**src/rtl/alarm_pkg.sv**
```systemverilog
// alarm_pkg: state width and state encodings shared by the alarm sequencer and its bench
package alarm_pkg;
  localparam int STATE_W = 3;
  typedef enum logic [STATE_W-1:0] {
    DISARMED    = 3'd0,
    EXIT_DELAY  = 3'd1,
    ARMED       = 3'd2,
    ENTRY_DELAY = 3'd3,
    ALARM       = 3'd4
  } state_t;
endpackage

```
**src/rtl/delay_timer.sv**
```systemverilog
// delay_timer: prescaled loadable down-counter; clk/rst, load+load_value start a count, clear zeroes it, expired strobes on the final tick, count is the remaining ticks
module delay_timer #(
  parameter int WIDTH    = 10,
  parameter int PRESCALE = 4
) (
  input  logic             clk,
  input  logic             rst,
  input  logic             load,
  input  logic             clear,
  input  logic [WIDTH-1:0] load_value,
  output logic             expired,
  output logic [WIDTH-1:0] count
);
  localparam int PW = PRESCALE > 1 ? $clog2(PRESCALE) : 1;
  logic [PW-1:0] presc;
  logic          tick;
  assign tick    = count != '0 && presc == PW'(PRESCALE - 1);
  assign expired = tick && count == WIDTH'(1);
  always_ff @(posedge clk) begin
    if (rst || clear) begin
      count <= '0;
      presc <= '0;
    end else if (load) begin
      count <= load_value;
      presc <= '0;
    end else if (count != '0) begin
      presc <= tick ? '0 : presc + PW'(1);
      count <= tick ? count - WIDTH'(1) : count;
    end
  end
endmodule

```
**src/rtl/alarm_sequencer.sv**
```systemverilog
// alarm_sequencer: alarm FSM on clock50/Mr_n with arm, code_ok, sensor inputs; state, countdown, Tc registered, siren and armed_led decoded from state
module alarm_sequencer
  import alarm_pkg::*;
#(
  parameter int WIDTH       = 10,
  parameter int PRESCALE    = 4,
  parameter int EXIT_TICKS  = 3,
  parameter int ENTRY_TICKS = 2,
  parameter int SIREN_TICKS = 5
) (
  input  logic               clock50,
  input  logic               Mr_n,
  input  logic               arm,
  input  logic               code_ok,
  input  logic               sensor,
  output logic [STATE_W-1:0] state,
  output logic [WIDTH-1:0]   countdown,
  output logic               Tc,
  output logic               siren,
  output logic               armed_led
);
  state_t           state_q, nxt, seq;
  logic             load, clear, expired;
  logic [WIDTH-1:0] load_value;
  always_ff @(posedge clock50) begin
    if (!Mr_n) begin
      state_q <= DISARMED;
      Tc      <= 1'b0;
    end else begin
      state_q <= nxt;
      Tc      <= expired && nxt != DISARMED;
    end
  end
  always_comb begin
    seq = DISARMED;
    case (state_q)
      DISARMED:    seq = arm     ? EXIT_DELAY  : DISARMED;
      EXIT_DELAY:  seq = expired ? ARMED       : EXIT_DELAY;
      ARMED:       seq = sensor  ? ENTRY_DELAY : ARMED;
      ENTRY_DELAY: seq = expired ? ALARM       : ENTRY_DELAY;
      ALARM:       seq = expired ? ARMED       : ALARM;
      default:     seq = DISARMED;
    endcase
    nxt        = code_ok ? DISARMED : seq;
    load       = nxt != state_q && (nxt == EXIT_DELAY || nxt == ENTRY_DELAY || nxt == ALARM);
    load_value = nxt == EXIT_DELAY  ? WIDTH'(EXIT_TICKS)  :
                 nxt == ENTRY_DELAY ? WIDTH'(ENTRY_TICKS) : WIDTH'(SIREN_TICKS);
    clear      = nxt == DISARMED || nxt == ARMED;
  end
  delay_timer #(.WIDTH(WIDTH), .PRESCALE(PRESCALE)) u_timer (
    .clk       (clock50),
    .rst       (!Mr_n),
    .load      (load),
    .clear     (clear),
    .load_value(load_value),
    .expired   (expired),
    .count     (countdown)
  );
  assign state     = state_q;
  assign siren     = state_q == ALARM;
  assign armed_led = state_q != DISARMED;
endmodule

```
**config.mk**
```make
export PLATFORM = sky130hd
export DESIGN_NAME = alarm_sequencer
export DESIGN_NICKNAME = d
export VERILOG_FILES = /design/src/rtl/alarm_pkg.sv /design/src/rtl/delay_timer.sv /design/src/rtl/alarm_sequencer.sv
export SDC_FILE = /design/constraint.sdc
export NUM_CORES = 1
export LEC_CHECK = 0
export BUFFER_PORTS_ARGS = -buffer_cell sky130_fd_sc_hd__buf_2
export CAP_MARGIN = 20
export CORE_AREA = 2 2 59 61
export CTS_CLUSTER_DIAMETER = 60
export DETAILED_ROUTE_END_ITERATION = 7
export DIE_AREA = 0 0 61 63
export SLEW_MARGIN = 0
export SYNTH_ARGS = -nofsm -noshare
export SYNTH_HDL_FRONTEND = slang
export SYNTH_HIERARCHICAL = 1
export SYNTH_SLANG_ARGS = --single-unit
```
**constraint.sdc**
```tcl
create_clock -name clock50 -period 6.55 [get_ports clock50]
set_input_delay 1.31 -clock clock50 [delete_from_list [all_inputs] [get_ports clock50]]
set_output_delay 1.31 -clock clock50 [all_outputs]
set_load 0.005 [all_outputs]
```
* After elaboration in Yosys (flattened, before gate mapping) *
Cells that the tools add are included.

storage, ports and cells
  ROM bits = 0
  latch bits = 0
  logic and storage cells = 48
  input bits = 5
  bits in writable memories = 0
  bits in registers = 16
  memories = 0

cells by class
  multiply operators = 0
  add/sub/neg operators = 2
  equal/unequal tests = 11
  reductions and logical operators = 18
  $lt $le $gt $ge = 0
  bitwise operators = 0
  shifts and indexed selects = 0
  divide/modulo/power cells = 0
  mux-type cells = 13

operators with widths
  cell                                                                    number
  10-bit 2-to-1 mux                                                       3
  3-bit 2-to-1 mux                                                        5
  3-bit case mux with 5 select lines                                      1
  3-bit by 2-bit equality test with 1-bit output, second input constant   4
  10-bit by 1-bit equality test with 1-bit output, second input constant  1
  10-bit nonzero test                                                     1
  10-bit by 1-bit subtractor with 10-bit output, second input constant    1
  3-bit by 1-bit equality test with 1-bit output, second input constant   2
  3-bit equality test, second input constant                              2
  3-bit zero test                                                         2
  3-bit nonzero test                                                      2
  1-bit logical AND                                                       4
  1-bit logical OR                                                        4
  2-bit 2-to-1 mux                                                        2
  2-bit nonzero test                                                      2
  3-bit != test                                                           1
  2-bit by 1-bit adder with 2-bit output, second input constant           1
  2-bit equality test, second input constant                              1
  1-bit 2-to-1 mux                                                        2
  2-bit AND reduction                                                     1
  2-bit OR reduction                                                      1
  1-bit zero test                                                         1

* Longest topological paths before layout *
  word-level depth = 12
  depth in mapped cells = 13

* Modules after synthesis *
The synthesis kept the hierarchy.

by module, submodules not included
  module           times used  cells each  area each (sq um)
  delay_timer      1           96          772.0
  alarm_sequencer  1           38          299.0

* Worst setup path before layout *
OpenSTA, ideal clock, no wires.

  path kind = input -> register
  start point = input sensor
  end point = register u_timer.count[6]
  stages = 8
  path slack = 3.851 ns
  arrival time = 2.612 ns
  setup time = 0.087 ns
  data required time = 6.463 ns
  cell sequence = mux2i_1 > o21a_1 > nor3_1 > clkbuf_1 > nand2b_1 > a31oi_1 > or3_1 > o31ai_1

between the ends
  longest elaborated chain between the ends = 9

ends and longest elaborated chain
  item                                                                                                                     line                   text
  from (decl)                                                                                                              alarm_sequencer.sv:15  input logic sensor,
  1-bit 2-to-1 mux *                                                                                                       alarm_sequencer.sv:39  ARMED: seq = sensor ? ENTRY_DELAY : ARMED;
  3-bit case mux with 5 select lines *                                                                                     alarm_sequencer.sv:36  case (state_q)
  3-bit 2-to-1 mux *                                                                                                       alarm_sequencer.sv:44  nxt = code_ok ? DISARMED : seq;
  3-bit by 1-bit equality test with 1-bit output / 3-bit by 2-bit equality test with 1-bit output (equally long branches)  alarm_sequencer.sv:45  load = nxt != state_q && (nxt == EXIT_DELAY || nxt == ENTRY_DELAY || nxt == ALARM);
  1-bit logical OR (2 in series)                                                                                           alarm_sequencer.sv:45
  1-bit logical AND *                                                                                                      alarm_sequencer.sv:45
  net load                                                                                                                 alarm_sequencer.sv:23  logic load, clear, expired;
  2-bit nonzero test (no source line)                                                                                      -
  2-bit AND reduction (no source line)                                                                                     -
  to (signal assigned)                                                                                                     delay_timer.sv:24      count <= load_value;
  to (signal assigned)                                                                                                     delay_timer.sv:28      count <= tick ? count - WIDTH'(1) : count;
  to (decl)                                                                                                                delay_timer.sv:12      output logic [WIDTH-1:0] count

The timed path passes the listed nets; every way through them passes the cells marked *.
A chain may end at the register's enable or synchronous reset.

* Final worst setup path *
  start point = register u_timer.count[0]
  end point = register u_timer.count[7]

between the ends
  longest elaborated chain between the ends = 12

ends and longest elaborated chain
  item                                                                                                                     line                   text
  10-bit nonzero test                                                                                                      delay_timer.sv:17      assign tick = count != '0 && presc == PW'(PRESCALE - 1);
  1-bit logical AND                                                                                                        delay_timer.sv:17
  1-bit logical AND *                                                                                                      delay_timer.sv:18      assign expired = tick && count == WIDTH'(1);
  net expired                                                                                                              alarm_sequencer.sv:23
  3-bit 2-to-1 mux, or another cell as far along                                                                           alarm_sequencer.sv:40  ENTRY_DELAY: seq = expired ? ALARM : ENTRY_DELAY;
  3-bit case mux with 5 select lines *                                                                                     alarm_sequencer.sv:36
  3-bit 2-to-1 mux *                                                                                                       alarm_sequencer.sv:44
  3-bit by 1-bit equality test with 1-bit output / 3-bit by 2-bit equality test with 1-bit output (equally long branches)  alarm_sequencer.sv:45
  1-bit logical OR (2 in series)                                                                                           alarm_sequencer.sv:45
  1-bit logical AND *                                                                                                      alarm_sequencer.sv:45
  net load                                                                                                                 alarm_sequencer.sv:23
  2-bit nonzero test (no source line)                                                                                      -
  2-bit AND reduction (no source line)                                                                                     -

The timed path passes the listed nets; every way through them passes the cells marked *. The select of a mux whose other input is x is not followed.

==> results_dict.tcl <==
set metrics [dict create \
    finalSetupTns_ps 0 \
    hold_depth 2 \
    vias_per_cell 5.09 \
    numPortBuffers 20 \
    postCtsSetupRepairBufs 0 \
    hold_path_class "reg2reg" \
    yosysTopAreaCellShare_pct 29.9 \
    fmax_mhz 380 \
    timing.rr.end "u_timer/count[7]" \
    path_clk_slew_ps 90 \
    outcome "finished, final reports clean" \
    synth.cell_area_um2 1070 \
    met3_usage_pct 2.48 \
    clk_latency_ps 280 \
    final-max-slew-violation-count 0 \
    end_kind "flop" \
    clkPwrFrac_pct 28.8 \
    synthTopCellsByCount "dfxtp_1, nor2_1, inv_1" \
    synth-seq-area-share_pct 29.9 \
    grt_pass1_wl_um 4170 \
    area_delta_synth_final_pct 15.1 \
    totalWireLength_um 2490 \
    gp_congestion 0.753 \
    intPower_uw 132 \
    cp.required_ps 6720 \
    power_uw 181 \
    hold_ws_ps 485 \
    p_sw_share_pct 27.4 \
    grt.busiest_layer "met2" \
    track_usage_pct 13.9 \
    p_switching_uw 49.6 \
    grt_overflow 0 \
    die-area_um2 3840 \
    synth.most_common_cell "dfxtp_1" \
    final_nets 165 \
    worst_slew_pin_slew_ps 645 \
    min_from "u_timer/presc[1]" \
    cts-buffers-inserted 3 \
    cts_hold_buf 0 \
    skew_ps 1.16 \
    clock-sinks 16 \
    p_comb_share_pct 14.9 \
    period_share_pct 40.2 \
    initial_core_util_pct 33.1 \
    antenna_cells 0 \
    first_pass_iters 4 \
    synthFlopType "dfxtp_1" \
    synth.area.top_cells "dfxtp_1, a211oi_1, nor2_1" \
    stdcell_count 201 \
    hold_viol_final 0 \
    pin_count 21 \
    yosysTopAreaCell "dfxtp_1" \
    ys_ff_latch 16 \
    use_met2_pct 23.4 \
    yosysWarnings 6 \
    r2r-start "u_timer/count[0]" \
    layout-drive-gt1-share_pct 21.9 \
    powerDensity_nw_per_um2 147 \
    grt_max_degree 15 \
    ctsResizeCount 0 \
    critPathKind "reg2reg" \
    finalSetupViolCount 0 \
    worst_setup_path_start_kind "flop" \
    die_y_um 63 \
    antenna_found_initial 0 \
    holdPathEnd "u_timer/presc[1]" \
    peakVddDrop_mv 0.0474 \
    cts.path.max_buffers 2 \
    critPathMaxFanout 13 \
    drv_cap 0 \
    r2r_cells 12 \
    synth-edff-count 0 \
    rsz0062_at_grt "no" \
    grtUsageMet1_pct 17.6 \
    wl_per_cell_um 12.4 \
    num_vias 1024 \
    p_seq_share_pct 56.3 \
    fp.dieW_um 61 \
    dp_hpwl_um 1820 \
    p_leak_nw 0.480 \
    fin_area_um2 1230 \
    syn_inst 134 \
    h-tree-depth 1 \
    async_flop_share_pct 0 \
    drc 0 \
    crit_arrival_ps 2810 \
    avgSynthCellArea_um2 7.99 \
    cts_tree "built" \
    dp.cells 198 \
    core_area_um2 3230 \
    r2r_setup_slack_ps 3920 \
    drt_iter0_markers 74 \
    slew_headroom_pct 56.9 \
    synth_cell_types 49 \
    rows 21 \
    cts_root_buffer "clkbuf_4" \
    grt_pass1_vias 927 \
    dpl_cell_area_um2 1210 \
    layout_min_cycle_time_ps 2630 \
    ant_nets 0 \
]
through the flow:
stage | worst slack, ps | utilization, %
after floorplan | 3850 | -
after global placement | 3760 | 37.4
after detailed placement | 3750 | 37.4
after CTS | 3910 | 38.1
after global routing | 3590 | 38.1
final | 3920 | 38.1
area by class of cell:
type	instances	area [µm²]
clock buffers	3	22.5
fillers	349	2000
inverters	10	37.5
multi-input cells	105	687
flip-flops and latches	16	320
well taps	46	57.6
repair buffers	21	108
sequential cells by signal, indices dropped and copies added, names as in the netlist:
name	cells
Tc	1
state	3
u_timer/count	10
u_timer/presc	2
cells by family after synthesis:
| logic type | synth area share [%] |
|---|---|
| AO/OA/AOI/OAI | 22.0 |
| XOR/XNOR | 1.64 |
| adder cells (fa/ha/maj) | 3.51 |
| buffers and inverters | 8.06 |
| flip-flops | 29.9 |
| multiplexers | 3.74 |
| other | 0.350 |
| AND/OR/NAND/NOR | 30.8 |
worst max path at each step:
| stage | from | endpoint | depth (start not counted) |
|---|---|---|---|
| 2_1_floorplan | sensor | u_timer/count[6] | 8 |
| 6_report | u_timer/count[0] | u_timer/count[7] | 12 |
| 5_1_grt | u_timer/presc[0] | u_timer/count[6] | 12 |
| 4_1_cts | u_timer/presc[0] | u_timer/count[7] | 12 |
| 3_5_place_dp | arm | u_timer/count[7] | 9 |
| 3_3_place_gp | arm | u_timer/count[7] | 9 |
power by group through the flow:
stage               Sequential [mW]  Clock, mW  Combinational [mW]
floorplan                     0.103          0              0.0205
CTS                           0.102     0.0544              0.0270
global route                  0.102     0.0609              0.0304
global placement              0.104          0              0.0266
detailed placement            0.104          0              0.0269
finish                        0.102     0.0521              0.0271
routing by layer:
| metal | wire length [µm] | vias to the layer above |
|---|---|---|
| met1 | 1130 | 468 |
| met3 | 103 | 4 |
| met5 | 0 | - |
| met4 | 38 | 0 |
| met2 | 1220 | 30 |
| li1 | - | 522 |
worst max-delay path, cell delays in order (launching register included):
cell	delay (ps)
dfxtp_1	460
inv_1	80
ha_1	240
nor4_1	260
and3_2	290
nand3_1	90
o21a_1	120
nor3_1	130
buf_4	200
inv_1	200
and3_1	250
a21oi_1	110
a21oi_1	80
placed cells by master, fill, tap and decap left out, types with 2 or more instances in the layout:
| cell type | instances |
|---|---|
| buf_2 | 20 |
| dfxtp_1 | 16 |
| nor2_1 | 11 |
| inv_1 | 10 |
| nand2_1 | 9 |
| a211oi_1 | 8 |
| conb_1 | 7 |
| nor3_1 | 6 |
| a21oi_1 | 6 |
| or3_1 | 4 |
| mux2i_1 | 4 |
| nand2b_1 | 4 |
| o21ai_0 | 4 |
| nand3_1 | 3 |
| clkbuf_4 | 3 |
| a31oi_1 | 3 |
| ha_1 | 3 |
| nor4_1 | 2 |
| and3_2 | 2 |
| a311oi_1 | 2 |
| o31ai_1 | 2 |
No activity file was read; power rests on OpenSTA's default activity.
